### src/rtl/serial_nibble_receiver_if.sv
// ============================================================================
// Module      : serial_nibble_receiver_if
// Description : Serial line, bit strobe, word handshake and status signals
//               shared by a serial_nibble_receiver and the logic around it.
// Revision    : 1.0 - initial release
// ============================================================================
`default_nettype none

interface serial_nibble_receiver_if #(
  parameter int WIDTH = 4
);
  logic             SerialIn;  // serial line, idle high
  logic             Enable;    // bit strobe
  logic             Dir;       // 0: first data bit -> Q[0], 1: -> Q[WIDTH-1]
  logic             Ready;     // consumer accepts the word held in Q
  logic [0:WIDTH-1] Q;         // received word
  logic             Valid;     // Q holds an unconsumed word
  logic             Busy;      // frame in progress (data or stop bit)
  logic             FrameErr;  // one-cycle pulse on a bad stop bit
  logic             Overrun;   // sticky: a completed word was dropped

  // Side that drives the line and consumes words.
  modport master (
    output SerialIn, Enable, Dir, Ready,
    input  Q, Valid, Busy, FrameErr, Overrun
  );

  // Receiver side.
  modport slave (
    input  SerialIn, Enable, Dir, Ready,
    output Q, Valid, Busy, FrameErr, Overrun
  );
endinterface

`default_nettype wire

### src/rtl/serial_nibble_receiver.sv
// ============================================================================
// Module      : serial_nibble_receiver
// Description : Strobed serial receiver. A low start bit is followed by WIDTH
//               data bits and a high stop bit; completed words are offered on
//               a Valid/Ready handshake with overrun and framing-error flags.
// Revision    : 1.0 - initial release
// ============================================================================
`default_nettype none

module serial_nibble_receiver #(
  parameter int WIDTH = 4
) (
  input  wire logic               Clock,
  input  wire logic               Resetn,
  serial_nibble_receiver_if.slave bus
);

  // Counter holds 0..WIDTH so it never wraps after the last data bit.
  localparam int                 c_CNT_W    = $clog2(WIDTH + 1);
  localparam logic [c_CNT_W-1:0] c_LAST_BIT = c_CNT_W'(WIDTH - 1);
  localparam logic [c_CNT_W-1:0] c_ONE      = c_CNT_W'(1);

  typedef enum logic [1:0] {
    IDLE  = 2'd0,
    DATA  = 2'd1,
    STOP  = 2'd2,
    BREAK = 2'd3
  } state_t;

  state_t             r_state;
  state_t             w_next_state;
  logic [c_CNT_W-1:0] r_cnt;
  logic               r_dir;
  logic [0:WIDTH-1]   r_shreg;
  logic [0:WIDTH-1]   r_q;
  logic               r_valid;
  logic               r_frame_err;
  logic               r_overrun;
  logic               w_word_done;
  logic               w_stop_bad;
  logic               w_accept;
  logic [c_CNT_W-1:0] w_bit_idx;

  // The consumer handshake is evaluated on every edge, independent of Enable.
  assign w_accept  = r_valid & bus.Ready;
  // Slot for the current data bit, mirrored when Dir was high at the start bit.
  assign w_bit_idx = r_dir ? (c_LAST_BIT - r_cnt) : r_cnt;

  // State register.
  always_ff @(posedge Clock or negedge Resetn) begin
    if (!Resetn) begin
      r_state <= IDLE;
    end else begin
      r_state <= w_next_state;
    end
  end

  // Next-state decode; every frame transition waits for a bit strobe.
  always_comb begin
    w_next_state = r_state;
    w_word_done  = 1'b0;
    w_stop_bad   = 1'b0;
    if (bus.Enable) begin
      unique case (r_state)
        IDLE: begin
          if (!bus.SerialIn) w_next_state = DATA;
        end
        DATA: begin
          if (r_cnt == c_LAST_BIT) w_next_state = STOP;
        end
        STOP: begin
          if (bus.SerialIn) begin
            w_word_done  = 1'b1;
            w_next_state = IDLE;
          end else begin
            w_stop_bad   = 1'b1;
            w_next_state = BREAK;
          end
        end
        BREAK: begin
          // Line must return high before a new start bit can count.
          if (bus.SerialIn) w_next_state = IDLE;
        end
        default: w_next_state = IDLE;
      endcase
    end
  end

  // Bit counter, latched direction and shift register; frozen between strobes.
  always_ff @(posedge Clock or negedge Resetn) begin
    if (!Resetn) begin
      r_cnt   <= '0;
      r_dir   <= 1'b0;
      r_shreg <= '0;
    end else if (bus.Enable) begin
      if (r_state == IDLE && !bus.SerialIn) begin
        r_cnt <= '0;
        r_dir <= bus.Dir;
      end else if (r_state == DATA) begin
        for (int i = 0; i < WIDTH; i++) begin
          if (w_bit_idx == c_CNT_W'(i)) r_shreg[i] <= bus.SerialIn;
        end
        r_cnt <= r_cnt + c_ONE;
      end
    end
  end

  // Output word, handshake and status flags.
  always_ff @(posedge Clock or negedge Resetn) begin
    if (!Resetn) begin
      r_q         <= '0;
      r_valid     <= 1'b0;
      r_frame_err <= 1'b0;
      r_overrun   <= 1'b0;
    end else begin
      r_frame_err <= w_stop_bad;
      if (w_word_done) begin
        if (!r_valid || bus.Ready) begin
          // Slot is free, or the old word leaves on this same edge.
          r_q     <= r_shreg;
          r_valid <= 1'b1;
          if (w_accept) r_overrun <= 1'b0;
        end else begin
          // Held word is still unconsumed: keep it, drop the new one.
          r_overrun <= 1'b1;
        end
      end else if (w_accept) begin
        r_valid   <= 1'b0;
        r_overrun <= 1'b0;
      end
    end
  end

  assign bus.Q        = r_q;
  assign bus.Valid    = r_valid;
  assign bus.Busy     = (r_state == DATA) || (r_state == STOP);
  assign bus.FrameErr = r_frame_err;
  assign bus.Overrun  = r_overrun;

endmodule

`default_nettype wire

### src/flat_wrapper.sv
// flat-port wrapper written by rule: the top's interface ports become plain ports
module serial_nibble_receiver_flat 
#(
  parameter int WIDTH = 4
)
  (Clock, Resetn, bus_SerialIn, bus_Enable, bus_Dir, bus_Ready, bus_Q, bus_Valid, bus_Busy, bus_FrameErr, bus_Overrun);
  serial_nibble_receiver_if #(.WIDTH(WIDTH)) bus_i ();
  input  wire logic Clock;
  input  wire logic Resetn;
  input wire logic [$bits(bus_i.SerialIn)-1:0] bus_SerialIn;
  input wire logic [$bits(bus_i.Enable)-1:0] bus_Enable;
  input wire logic [$bits(bus_i.Dir)-1:0] bus_Dir;
  input wire logic [$bits(bus_i.Ready)-1:0] bus_Ready;
  output wire logic [$bits(bus_i.Q)-1:0] bus_Q;
  output wire logic [$bits(bus_i.Valid)-1:0] bus_Valid;
  output wire logic [$bits(bus_i.Busy)-1:0] bus_Busy;
  output wire logic [$bits(bus_i.FrameErr)-1:0] bus_FrameErr;
  output wire logic [$bits(bus_i.Overrun)-1:0] bus_Overrun;
  assign bus_i.SerialIn = bus_SerialIn;
  assign bus_i.Enable = bus_Enable;
  assign bus_i.Dir = bus_Dir;
  assign bus_i.Ready = bus_Ready;
  assign bus_Q = bus_i.Q;
  assign bus_Valid = bus_i.Valid;
  assign bus_Busy = bus_i.Busy;
  assign bus_FrameErr = bus_i.FrameErr;
  assign bus_Overrun = bus_i.Overrun;
  serial_nibble_receiver #(.WIDTH(WIDTH)) u_core (.Clock(Clock), .Resetn(Resetn), .bus(bus_i));
endmodule
### config.mk
export PLATFORM = sky130hd
export DESIGN_NAME = serial_nibble_receiver_flat
export DESIGN_NICKNAME = d
export VERILOG_FILES = /design/src/rtl/serial_nibble_receiver_if.sv /design/src/rtl/serial_nibble_receiver.sv /design/src/flat_wrapper.sv
export SDC_FILE = /design/constraint.sdc
export NUM_CORES = 1
export LEC_CHECK = 0
export CORE_MARGIN = 3
export CORE_UTILIZATION = 50
export DETAILED_ROUTE_END_ITERATION = 10
export GPL_TIMING_DRIVEN = 0
export PLACE_DENSITY = 0.74
export SKIP_LAST_GASP = 1
export SYNTH_ARGS = -nofsm -noshare
export SYNTH_HDL_FRONTEND = slang
export SYNTH_SLANG_ARGS = --single-unit
### constraint.sdc
create_clock -name Clock -period 5.5 [get_ports Clock]
set_clock_uncertainty 0.2 [all_clocks]
set_input_delay 1.1 -clock Clock [delete_from_list [all_inputs] [get_ports Clock]]
set_output_delay 1.1 -clock Clock [all_outputs]
set_load 0.1 [all_outputs]
==> impl_metrics.ini <==
[global_route]
grt_start_max_net_pins = 18
grt_overflow = 0
grt_pass1_vias = 721
grt_first_pass_wirelength_um = 3381
grtUsageTotal = 0.1783
antenna_found_initial = 0

[yosys]
synth_cell_type_count = 28
synthArstFlopShare = 1.000
synth-xor-area-share = 0
synth_compound_area_frac = 0.1803
synth-main-ff-cell = dfrtp_1
yosys-top-cells-count = 17 x dfrtp_1, 9 x a21oi_1, 9 x inv_1
synth_edf_count = 0
ys_ff_latch = 17
synth.avg_cell_area_sq_um = 10.41
synth.area.mux_share = 0.1151
synth_top_cell_by_area = dfrtp_1
ys_top_cells_by_area = dfrtp_1 43%, ha_1 7.7%, mux2_2 6.9%
netlist_instances = 94
synth_fa_ha_area_frac = 0.07673
ys_seq_area_frac = 0.4348
syn-num-nets = 106
synth_top_area_frac = 0.4348
synth_top_family_by_area = compound AO/OA/AOI/OAI gates
synth_simple_gate_area_frac = 0.1432
syn_area_sq_um = 978.4
yosysWarnings = 0
yosys.cell_count.top_type = dfrtp_1

[floorplan]
die-area_sq_um = 2524
initial_utilization = 0.5488
coreArea_sq_um = 1783
rows = 15
die_h_um = 50.24
die_x_um = 50.24
ios = 14

[timing]
finalCriticalPeriod_ns = 3.539
timing.fmax_ghz = 0.2826
setup_violations = 0
relSlewSlack = 0.3536
slew_violations = 0
worst_pin_slew_ns = 0.9666
final-hold-violation-count = 0
holdWs_ns = 0.3118
finalCritPeriodShare = 0.6434
rsz0062_at_grt = false
setup_tns_ns = 0

[clock_tree]
cts_tree = built
postCtsSetupRepairBufs = 0
clk_path_buf_depth = 2
cts_inserted_buffers = 3
cts_root_buf = clkbuf_4
clock_latency_ns = 0.30
cts.clk_slew.worst_paths_ns = 0.09
cts_resized = 0
holdBufCountCts = 0
htreeDepth = 1
clock_sink_count = 17

[worst_setup_path]
worst_setup_path_end_kind = output port
critPathSlowestCell = clkdlybuf4s50_1
cp_num_buf_inv = 2
critPathKind = flip-flop to output port
worstPathRequired_ns = 4.20
crit_path_cell_trace = inv_1 > ha_1 > clkdlybuf4s50_1
reg2regPathDepth = 5
path_max_fanout = 5
worst_ep_arrival_time_ns = 2.24
cp_slowest_stage_delay_ns = 1.12
start_kind = flip-flop
crit_cells = 3
cp_top_family = buffers and inverters

[detailed_routing]
drt-total-wl_um = 1943
drc = 0
via_count = 781
ant_nets = 0
wire_per_inst_um = 14.29
drt-pass1-iter-count = 4
drt_iter0_drc = 33
vias_per_cell = 5.743

[run_status]
status = completed

[cells_and_area]
antenna_cells = 0
drive_above_1_share = 0.1532
fillerInstances = 155
syn_to_final_growth_pct = 19.18
nNetsFinal = 124

[placed_design]
gp_congestion = 0.8327
port_buffers = 13
dp_hpwl_um = 1364

[hold_path]
hp-class = flip-flop to flip-flop
min_path_cells = 1

[flow_run]
max_cap_viol_count = 0
[sequential cells by signal (all words and copies together) (netlist names)]
name and cells:
u_core.bus.FrameErr 1, u_core.bus.Overrun 1, u_core.bus.Q 4, u_core.bus.Valid 1, u_core.r_cnt 3, u_core.r_dir 1
u_core.r_shreg 4, u_core.r_state 2
[cells by family after synthesis]
family | count (synthesis)
AOI/OAI and AO/OA | 26
adders and majority gates | 6
buffers and inverters | 12
DFF | 17
muxes | 10
and+or+nand+nor | 23
[placed cells by master, fill, tap and decap left out, types with 2 or more instances in the layout]
cell / n
a21oi_1: 9
o21ai_0: 4
buf_2: 3
o22ai_1: 3
nand3_1: 3
ha_1: 6
nand2_1: 3
dfrtp_1: 17
a31oi_1: 2
inv_1: 9
nand3b_1: 2
mux2i_1: 3
nand2b_1: 3
mux2_2: 6
a221oi_1: 4
clkbuf_4: 3
clkdlybuf4s50_1: 13
nor2_1: 5
[metal layers]
layer | vias to the layer above | global-route usage | part of all wire
met3 | 6 | 0.04748 | 0.056
met1 | 381 | 0.2262 | 0.44
met4 | 0 | 0.06912 | 0.016
met2 | 22 | 0.2870 | 0.48
li1 | 372 | - | -
met5 | - | 0 | 0
[through the flow]
| step | setup WS, ns | utilization | instance area (sq um) | cells |
|---|---|---|---|---|
| after floorplan | 2.891 | - | 978.4 | 94 |
| after global placement | 2.314 | 0.6393 | 1140 | 132 |
| after detailed placement | 2.282 | 0.6393 | 1140 | 132 |
| after CTS | 1.938 | 0.6540 | 1166 | 136 |
| after global routing | 1.858 | 0.6540 | 1166 | 136 |
| final | 1.961 | 0.6540 | 1166 | 136 |
[worst register-to-register path: stages, from the launching register on]
cell     delay, ns
dfrtp_1       0.44
inv_1         0.12
ha_1          0.23
nand3_1       0.12
a21oi_1       0.36
mux2_2        0.39
[cell type report]
| cell class | count | area [sq um] | area share |
|---|---|---|---|
| clock buffers | 4 | 26.28 | 0.02253 |
| repair buffers | 13 | 130.1 | 0.1116 |
| well taps | 25 | 31.28 | 0.02682 |
| plain buffers | 3 | 15.01 | 0.01288 |
| multi-input cells | 65 | 504.2 | 0.4324 |
| inverters | 9 | 33.78 | 0.02897 |
| flip-flops and latches | 17 | 425.4 | 0.3648 |
[path summary, 6_finish.rpt]
path	slack, ns	startpoint	end
max in group asynchronous	3.59	Resetn	u_core.r_state[0]$_DFFE_PN0P_
hold reg to reg	0.31	u_core.bus.Q[3]$_DFFE_PN0P_	u_core.bus.Q[3]$_DFFE_PN0P_
setup reg to reg	3.53	u_core.r_state[0]$_DFFE_PN0P_	u_core.bus.Q[2]$_DFFE_PN0P_
setup / recovery	1.96	u_core.r_state[0]$_DFFE_PN0P_	bus_Busy
hold / removal	0.31	u_core.bus.Q[3]$_DFFE_PN0P_	u_core.bus.Q[3]$_DFFE_PN0P_
min in group asynchronous	1.03	Resetn	u_core.r_cnt[2]$_DFFE_PN0P_
Power is not shown: default switching activity piles up to over one toggle a cycle in this logic, so the estimate is an artifact.
